## src/rtl/alu_operand_entry.sv

```systemverilog
// ---------------------------------------------------------------------------
// alu_operand_entry
//
// Input front end of the 4-bit ALU lab. A bouncy active-low pushbutton is
// synchronized, debounced and edge-detected into a single-cycle press pulse.
// Each press steps an operand-entry sequence that latches A, then B together
// with the operation select, then clears valid so a new entry can begin.
//
// Ports:
//   clk         in   1  system clock, all state updates on rising edge
//   rst         in   1  synchronous active-high reset
//   key_n       in   1  raw pushbutton, active-low, asynchronous, bouncy
//   sw          in   4  operand value from slide switches (quasi-static)
//   op_sw       in   1  operation switch: 1 = add, 0 = subtract
//   A           out  4  latched operand A
//   B           out  4  latched operand B
//   sum_notsub  out  1  latched operation select
//   valid       out  1  high when A, B and operation are all loaded
//   stage       out  2  current state encoding, for LEDs
//
// FSM states:
//   state       | meaning
//   ------------+---------------------------------------------------------
//   ST_LOAD_A   | waiting for the press that latches A from sw
//   ST_LOAD_B   | waiting for the press that latches B and op_sw
//   ST_RUN      | operands valid; next press clears valid and restarts
//   ST_ILLEGAL  | unreachable encoding; recovers to ST_LOAD_A
// ---------------------------------------------------------------------------
module alu_operand_entry #(
    parameter int DEBOUNCE_CYCLES = 500000
) (
    input  logic       clk,
    input  logic       rst,
    input  logic       key_n,
    input  logic [3:0] sw,
    input  logic       op_sw,
    output logic [3:0] A,
    output logic [3:0] B,
    output logic       sum_notsub,
    output logic       valid,
    output logic [1:0] stage
);

    localparam int CNT_W = (DEBOUNCE_CYCLES > 1) ? $clog2(DEBOUNCE_CYCLES) : 1;
    localparam logic [CNT_W-1:0] CNT_TC = CNT_W'(DEBOUNCE_CYCLES - 1);

    typedef enum logic [1:0] {
        ST_LOAD_A  = 2'b00,
        ST_LOAD_B  = 2'b01,
        ST_RUN     = 2'b10,
        ST_ILLEGAL = 2'b11
    } state_t;

    // -----------------------------------------------------------------------
    // Synchronizer, debouncer and press detect
    // -----------------------------------------------------------------------
    logic             s1_q;
    logic             s2_q;
    logic             key_db_q;
    logic             key_db_d;
    logic             key_db_dly_q;
    logic [CNT_W-1:0] cnt_q;
    logic [CNT_W-1:0] cnt_d;
    logic             press;

    // The count only advances while the synchronized key disagrees with the
    // debounced level; any return to agreement restarts it from zero.
    always_comb begin
        key_db_d = key_db_q;
        cnt_d    = cnt_q;
        if (s2_q == key_db_q) begin
            cnt_d = '0;
        end else if (cnt_q == CNT_TC) begin
            key_db_d = s2_q;
            cnt_d    = '0;
        end else begin
            cnt_d = cnt_q + 1'b1;
        end
    end

    always_ff @(posedge clk) begin
        if (rst) begin
            s1_q         <= 1'b1;
            s2_q         <= 1'b1;
            key_db_q     <= 1'b1;
            key_db_dly_q <= 1'b1;
            cnt_q        <= '0;
        end else begin
            s1_q         <= key_n;
            s2_q         <= s1_q;
            key_db_q     <= key_db_d;
            key_db_dly_q <= key_db_q;
            cnt_q        <= cnt_d;
        end
    end

    // Falling debounced level only; release does not pulse.
    assign press = key_db_dly_q & ~key_db_q;

    // -----------------------------------------------------------------------
    // Operand-entry FSM
    // -----------------------------------------------------------------------
    state_t     state_q;
    state_t     state_d;
    logic [3:0] a_q;
    logic [3:0] a_d;
    logic [3:0] b_q;
    logic [3:0] b_d;
    logic       sum_q;
    logic       sum_d;
    logic       valid_q;
    logic       valid_d;

    always_comb begin
        state_d = state_q;
        a_d     = a_q;
        b_d     = b_q;
        sum_d   = sum_q;
        valid_d = valid_q;
        case (state_q)
            ST_LOAD_A: begin
                if (press) begin
                    a_d     = sw;
                    state_d = ST_LOAD_B;
                end
            end
            ST_LOAD_B: begin
                if (press) begin
                    b_d     = sw;
                    sum_d   = op_sw;
                    valid_d = 1'b1;
                    state_d = ST_RUN;
                end
            end
            ST_RUN: begin
                if (press) begin
                    valid_d = 1'b0;
                    state_d = ST_LOAD_A;
                end
            end
            default: begin
                valid_d = 1'b0;
                state_d = ST_LOAD_A;
            end
        endcase
    end

    always_ff @(posedge clk) begin
        if (rst) begin
            state_q <= ST_LOAD_A;
            a_q     <= 4'd0;
            b_q     <= 4'd0;
            sum_q   <= 1'b1;
            valid_q <= 1'b0;
        end else begin
            state_q <= state_d;
            a_q     <= a_d;
            b_q     <= b_d;
            sum_q   <= sum_d;
            valid_q <= valid_d;
        end
    end

    assign A          = a_q;
    assign B          = b_q;
    assign sum_notsub = sum_q;
    assign valid      = valid_q;
    assign stage      = state_q;

endmodule

```

## config.mk

```make
export PLATFORM = sky130hd
export DESIGN_NAME = alu_operand_entry
export DESIGN_NICKNAME = d
export VERILOG_FILES = /design/src/rtl/alu_operand_entry.sv
export SDC_FILE = /design/constraint.sdc
export NUM_CORES = 1
export LEC_CHECK = 0
export CORE_MARGIN = 3
export CORE_UTILIZATION = 53
export DETAILED_ROUTE_END_ITERATION = 12
export GPL_TIMING_DRIVEN = 0
export PLACE_DENSITY = 0.75
export SLEW_MARGIN = 20
export SYNTH_ARGS = -nofsm -noshare
export SYNTH_HDL_FRONTEND = slang
export SYNTH_SLANG_ARGS = --single-unit
```

## constraint.sdc

```tcl
create_clock -name clk -period 2.05 [get_ports clk]
set_clock_uncertainty 0.1 [all_clocks]
set_input_delay 0.205 -clock clk [delete_from_list [all_inputs] [get_ports clk]]
set_output_delay 0.205 -clock clk [all_outputs]
set_load 0.03 [all_outputs]
```

* After elaboration in Yosys (flattened, before gate mapping) *
Cells that the tools add are included.

operators by class
  add/subtract/negate cells = 1
  $mul = 0
  div/mod/pow operators = 0
  order comparisons = 0
  equal/unequal tests = 7
  shift-type cells = 0
  mux-type cells = 7
  bitwise logic cells = 4
  reduce and logical (&&, ||, !) cells = 7

operator list
  cell                                                                    number
  19-bit by 1-bit adder with 19-bit output (second input constant)        1
  19-bit equality test (second input constant)                            1
  2-bit two-way mux                                                       3
  2-bit inequality test (second input constant)                           3
  2-bit case mux with 3 select lines                                      1
  2-bit AND reduction                                                     3
  3-bit AND reduction                                                     2
  1-bit NOT                                                               3
  1-bit case mux with 3 select lines                                      1
  3-bit OR reduction                                                      1
  2-bit by 1-bit equality test with 1-bit output (second input constant)  1
  2-bit equality test (second input constant)                             1
  2-bit zero test                                                         1
  1-bit two-way mux                                                       2
  1-bit AND                                                               1
  1-bit equality test                                                     1

storage, ports and cells
  bits in registers = 35
  latch bits = 0
  memory bits (writable) = 0
  ROM bits = 0
  bits of input ports = 8
  output and inout bits = 12
  logic and storage cells = 36
  memories kept = 0

* Longest topological paths before layout *
  depth after elaboration = 4
  mapped depth = 6
  mapped depth without buffers = 5

* Worst setup path before layout *
No wires, ideal clock.

  path kind = reg2reg
  start = reg cnt_q[0]
  end = reg cnt_q[18]
  setup time = 0.070 ns
  data arrival time = 1.511 ns
  data required time = 1.880 ns
  slack = 0.369 ns
  cell stages (with the launch flop) = 6
  path buffers = 0
  clock period less this slack = 1.681 ns
  path through = dfxtp_1 ha_1 and4_1 nand3_1 or4_1 a21oi_1

on the way
  longest elaborated chain between the ends = 2
  elaborated cells on any way between the ends = 3
  those cells by class = add/sub (1); eq/ne (1); reduce/logical (1)

ends and longest elaborated chain
  what                                                                                              RTL line  RTL
  start, declared                                                                                   62        logic [CNT_W-1:0] cnt_q;
  start signal, assigned                                                                            93        cnt_q <= cnt_d;
  parallel branches: the longest is 2 deep, another holds 19-bit by 1-bit adder with 19-bit output  -

Parallel ways; which one is timed is not known.
A chain may end at the register's enable or synchronous reset.

* Worst setup path after layout *
  start = reg cnt_q[0]
  end = reg cnt_q[16]

The elaborated chain is that of the path after synthesis.

==> qor.csv <==
stage;metric;value;unit
detailed_routing;via count;1149;
global_route;M1 GR Usage;22.6;%
pwr;Combinational Power Share;2.5;%
synthesis;sequential share of the synthesized area;47.8;%
detailed_routing;per-cell routed wire length;13.3;um
detailed_routing;DRT antenna net count;0;
placed_design;gpl congestion;0.822;
floorplan;I/O pin cnt;20;
clock_tree;Worst-path clk slew;0.09;ns
setup_path;Crit Path Max Fanout;5;
min_path;Worst Hold Depth;2;
sta;Period minus WS final;1.89;ns
setup_path;CP bufs+invs;0;
cells_and_area;Fill cells;226;
pwr;P_leak;0.550;nW
pwr;post-layout power;1.04;mW
synthesis;share of flip-flops with an asynchronous set or reset;0;%
synthesis;Synth Warn #;0;
setup_path;worst-path cell chain;ha_1 > nand4_1 > nor4_1 > xnor2_1 > nor2_1;
synthesis;top area cells in the synthesized netlist;dfxtp_1 48%, nor2_1 7.9%, xnor2_1 7.2%;
cells_and_area;Multi-input gate area;741;sq um
synthesis;area leader, netlist;dfxtp_1;
synthesis;Post-Synthesis Cell Area;1470;sq um
cells_and_area;storage element area;701;sq um
floorplan;Core Area;2540;sq um
pwr;Internal;0.818;mW
min_path;Worst Hold Launch;rst;
cells_and_area;n_diodes;0;
sta;RSZ-0062 raised after global routing;no;
setup_path;Arrival @ worst endpoint;2.02;ns
global_route;vias in the first global route;1105;
floorplan;die area;3430;sq um
setup_path;reg2reg setup slack;0.16;ns
synthesis;Yosys reg bits;35;
clock_tree;CTS tree;built;
sta;Tcrit/Tclk final;92.2;%
floorplan;Std-Cell Rows;18;
sta;setup_tns;0;ns
setup_path;CP top delay family;simple AND/OR/NAND/NOR gates;
setup_path;Worst setup EP type;register;
global_route;GRT busiest layer;met2;
sta;Fin. Hold Viols;0;
global_route;GR Overflow Total;0;
floorplan;Die Ht;58.6;um
detailed_routing;DR pass1 iterations;4;
clock_tree;H-tree depth;2;
synthesis;ys flop type;dfxtp_1;
detailed_routing;Remaining DRCs;0;
placed_design;IO buf count;18;
cells_and_area;Area Overhead vs Synth;18.2;%
synthesis;Yosys cell types;32;
setup_path;Largest stage delay, worst path;0.51;ns
clock_tree;CTS max path bufs;2;
global_route;first-pass GRT wire length;4820;um
detailed_routing;overall routed net length;2800;um
setup_path;Crit Path Category;register to register;
min_path;worst hold path class;input pin to register;
placed_design;post-DP HPWL;2020;um
pwr;Clk pwr share;31.8;%
job;max cap viols;0;
synthesis;Mean Syn Cell Area;9.34;sq um
synthesis;post-synth top area share;47.8;%
setup_path;RR Endpoint;cnt_q[16];
detailed_routing;Initial DRC Count;13;
clock_tree;Inserted Clock Buffers;5;
sta;Final Max Tran Viols;0;
setup_path;WP data required;2.18;ns
min_path;worst hold endpoint;stage[0];
sta;Max Fclk;529;MHz
global_route;grt met3 use;7.68;%
cells_and_area;ratio of cells with drive above 1 in the final layout;8.84;%
floorplan;Starting Density;57.6;%
pwr;Pwr Density;600;nW/um^2
synthesis;Mapped Nets;166;
cells_and_area;Final #Nets;191;
synthesis;Mapped Cells;157;
global_route;Tot GR Track Use;18.8;%
floorplan;Die X;58.6;um
clock_tree;clock sinks;35;
global_route;met2 usage;29.2;%
outcome;status;finished clean;
global_route;largest net degree at the start of global routing;11;
pwr;sequential power share;65.7;%
clock_tree;worst skew pair latency;0.33;ns
sta;worst slew pin tran;0.470;ns
sta;Final setup violation count;0;
sta;Rel. slew slack;68.6;%
pwr;Net Sw Frac;21.3;%
pwr;VDD IR max;0.000490;V
setup_path;CP Launch Type;register;
setup_path;RR Startpoint;cnt_q[0];
pwr;net load switching power;0.221;mW
clock_tree;Root Driver;clkbuf_4;
synthesis;EDFF count, synth;0;
setup_path;Register-to-Register Path Depth;5;
setup_path;Slowest cell on crit path;nor4_1;
detailed_routing;vias per cell;5.45;
global_route;initial antenna violation count;0;
-- worst register-to-register path, stage by stage, from the launching register on --
cell and delay [ns]:
dfxtp_1 0.40, ha_1 0.25, nand4_1 0.30, nor4_1 0.51
xnor2_1 0.17, nor2_1 0.05
-- placed cells by master, fill, tap and decap left out, drive strengths merged --
master and count:
and4 3, nand3 8, nor2 31, dfxtp 35
xor2 5, or4 1, and2b 1, ha 1
nor4b 1, or2 3, nor4 6, clkdlybuf4s50 18
nand2 5, xnor2 12, buf 2, a211o 1
mux2i 9, inv 3, o21ai 3, clkbuf 9
or3 3, and3b 1, and3 1, nor3 4
a21oi 4, o31ai 1, nand4 7, nor2b 2
nor3b 1
-- worst max-delay path by stage --
| stage | start | end | slack, ns | cells past startpoint |
|---|---|---|---|---|
| after floorplan | cnt_q[0] | cnt_q[18] | 0.37 | 5 |
| after global placement | cnt_q[0] | cnt_q[16] | 0.18 | 5 |
| after detailed placement | cnt_q[0] | cnt_q[3] | 0.13 | 5 |
| after CTS | cnt_q[0] | cnt_q[3] | 0.10 | 5 |
| after global routing | cnt_q[9] | cnt_q[15] | 0.01 | 6 |
| final | cnt_q[0] | cnt_q[16] | 0.16 | 5 |
-- through the flow --
stage	hold slack [ns]	instances	setup slack [ns]	instance area (sq um)	util, %
floorplan	0.209	157	0.369	1470	-
global placement	0.301	205	0.178	1680	66.2
detailed placement	0.294	205	0.133	1680	66.2
CTS	0.128	211	0.103	1730	67.8
finish	0.126	211	0.160	1730	68.1
global route	0.151	211	0.0119	1730	68.1
-- kinds of logic after synthesis --
logic type	share of synthesized area, %
AND/OR/NAND/NOR	29.1
flip-flops	47.8
XOR/XNOR	10.2
AO/OA/AOI/OAI	3.75
multiplexers	6.14
buffers and inverters	2.22
adder cells (fa/ha/maj)	0.853
-- synth_stat cells (2+ instances only) --
cell type and count:
dfxtp_1 35, nor2_1 31, xnor2_1 12, mux2i_1 9, nand3_1 7, nand4_1 6
nor4_1 6, nand2_1 5, xor2_1 5, a21oi_1 4, nor3_1 4, clkbuf_1 3
inv_1 3, or2_2 3, or3_1 3, and4_1 2, buf_2 2, nor2b_1 2
o21ai_0 2
-- area by class of cell --
cell class	count	share of cell area [%]
multi-input combinational	114	42.7
sequential	35	40.4
timing repair buffer	18	10.4
clock buffer	6	2.38
tap	30	2.17
buffer	5	1.23
inverter	3	0.650
-- per-layer routing --
metal  wire, um  up-vias  part of all wire (%)
met3         98        8                   3.5
met5          0        -                     0
met2       1340       22                    48
li1           -      595                     -
met4         54        0                   1.9
met1       1310      524                    47
-- sequential cells by signal, indices dropped and copies added, names as in the netlist --
signal,cells
s2_q,1
key_db_dly_q,1
B,4
sum_notsub,1
cnt_q,19
stage,2
s1_q,1
valid,1
A,4
key_db_q,1
-- power groups by stage --
stage / logic [mW] / registers (mW) / clock network, mW
6_report: 0.0257 / 0.683 / 0.330
5_1_grt: 0.0283 / 0.684 / 0.371
4_1_cts: 0.0256 / 0.683 / 0.338
3_5_place_dp: 0.0254 / 0.699 / 0
3_3_place_gp: 0.0245 / 0.699 / 0
2_1_floorplan: 0.0100 / 0.699 / 0
-- what timing repair did --
action | 4_1_cts | 5_1_grt
setup endpoints to repair | 0 | 10
hold buffers | 0 | 0
resized for setup | 0 | 1
setup buffers | 0 | 0
hold endpoints to repair | 0 | 0
(Power assumes the default switching activity.)
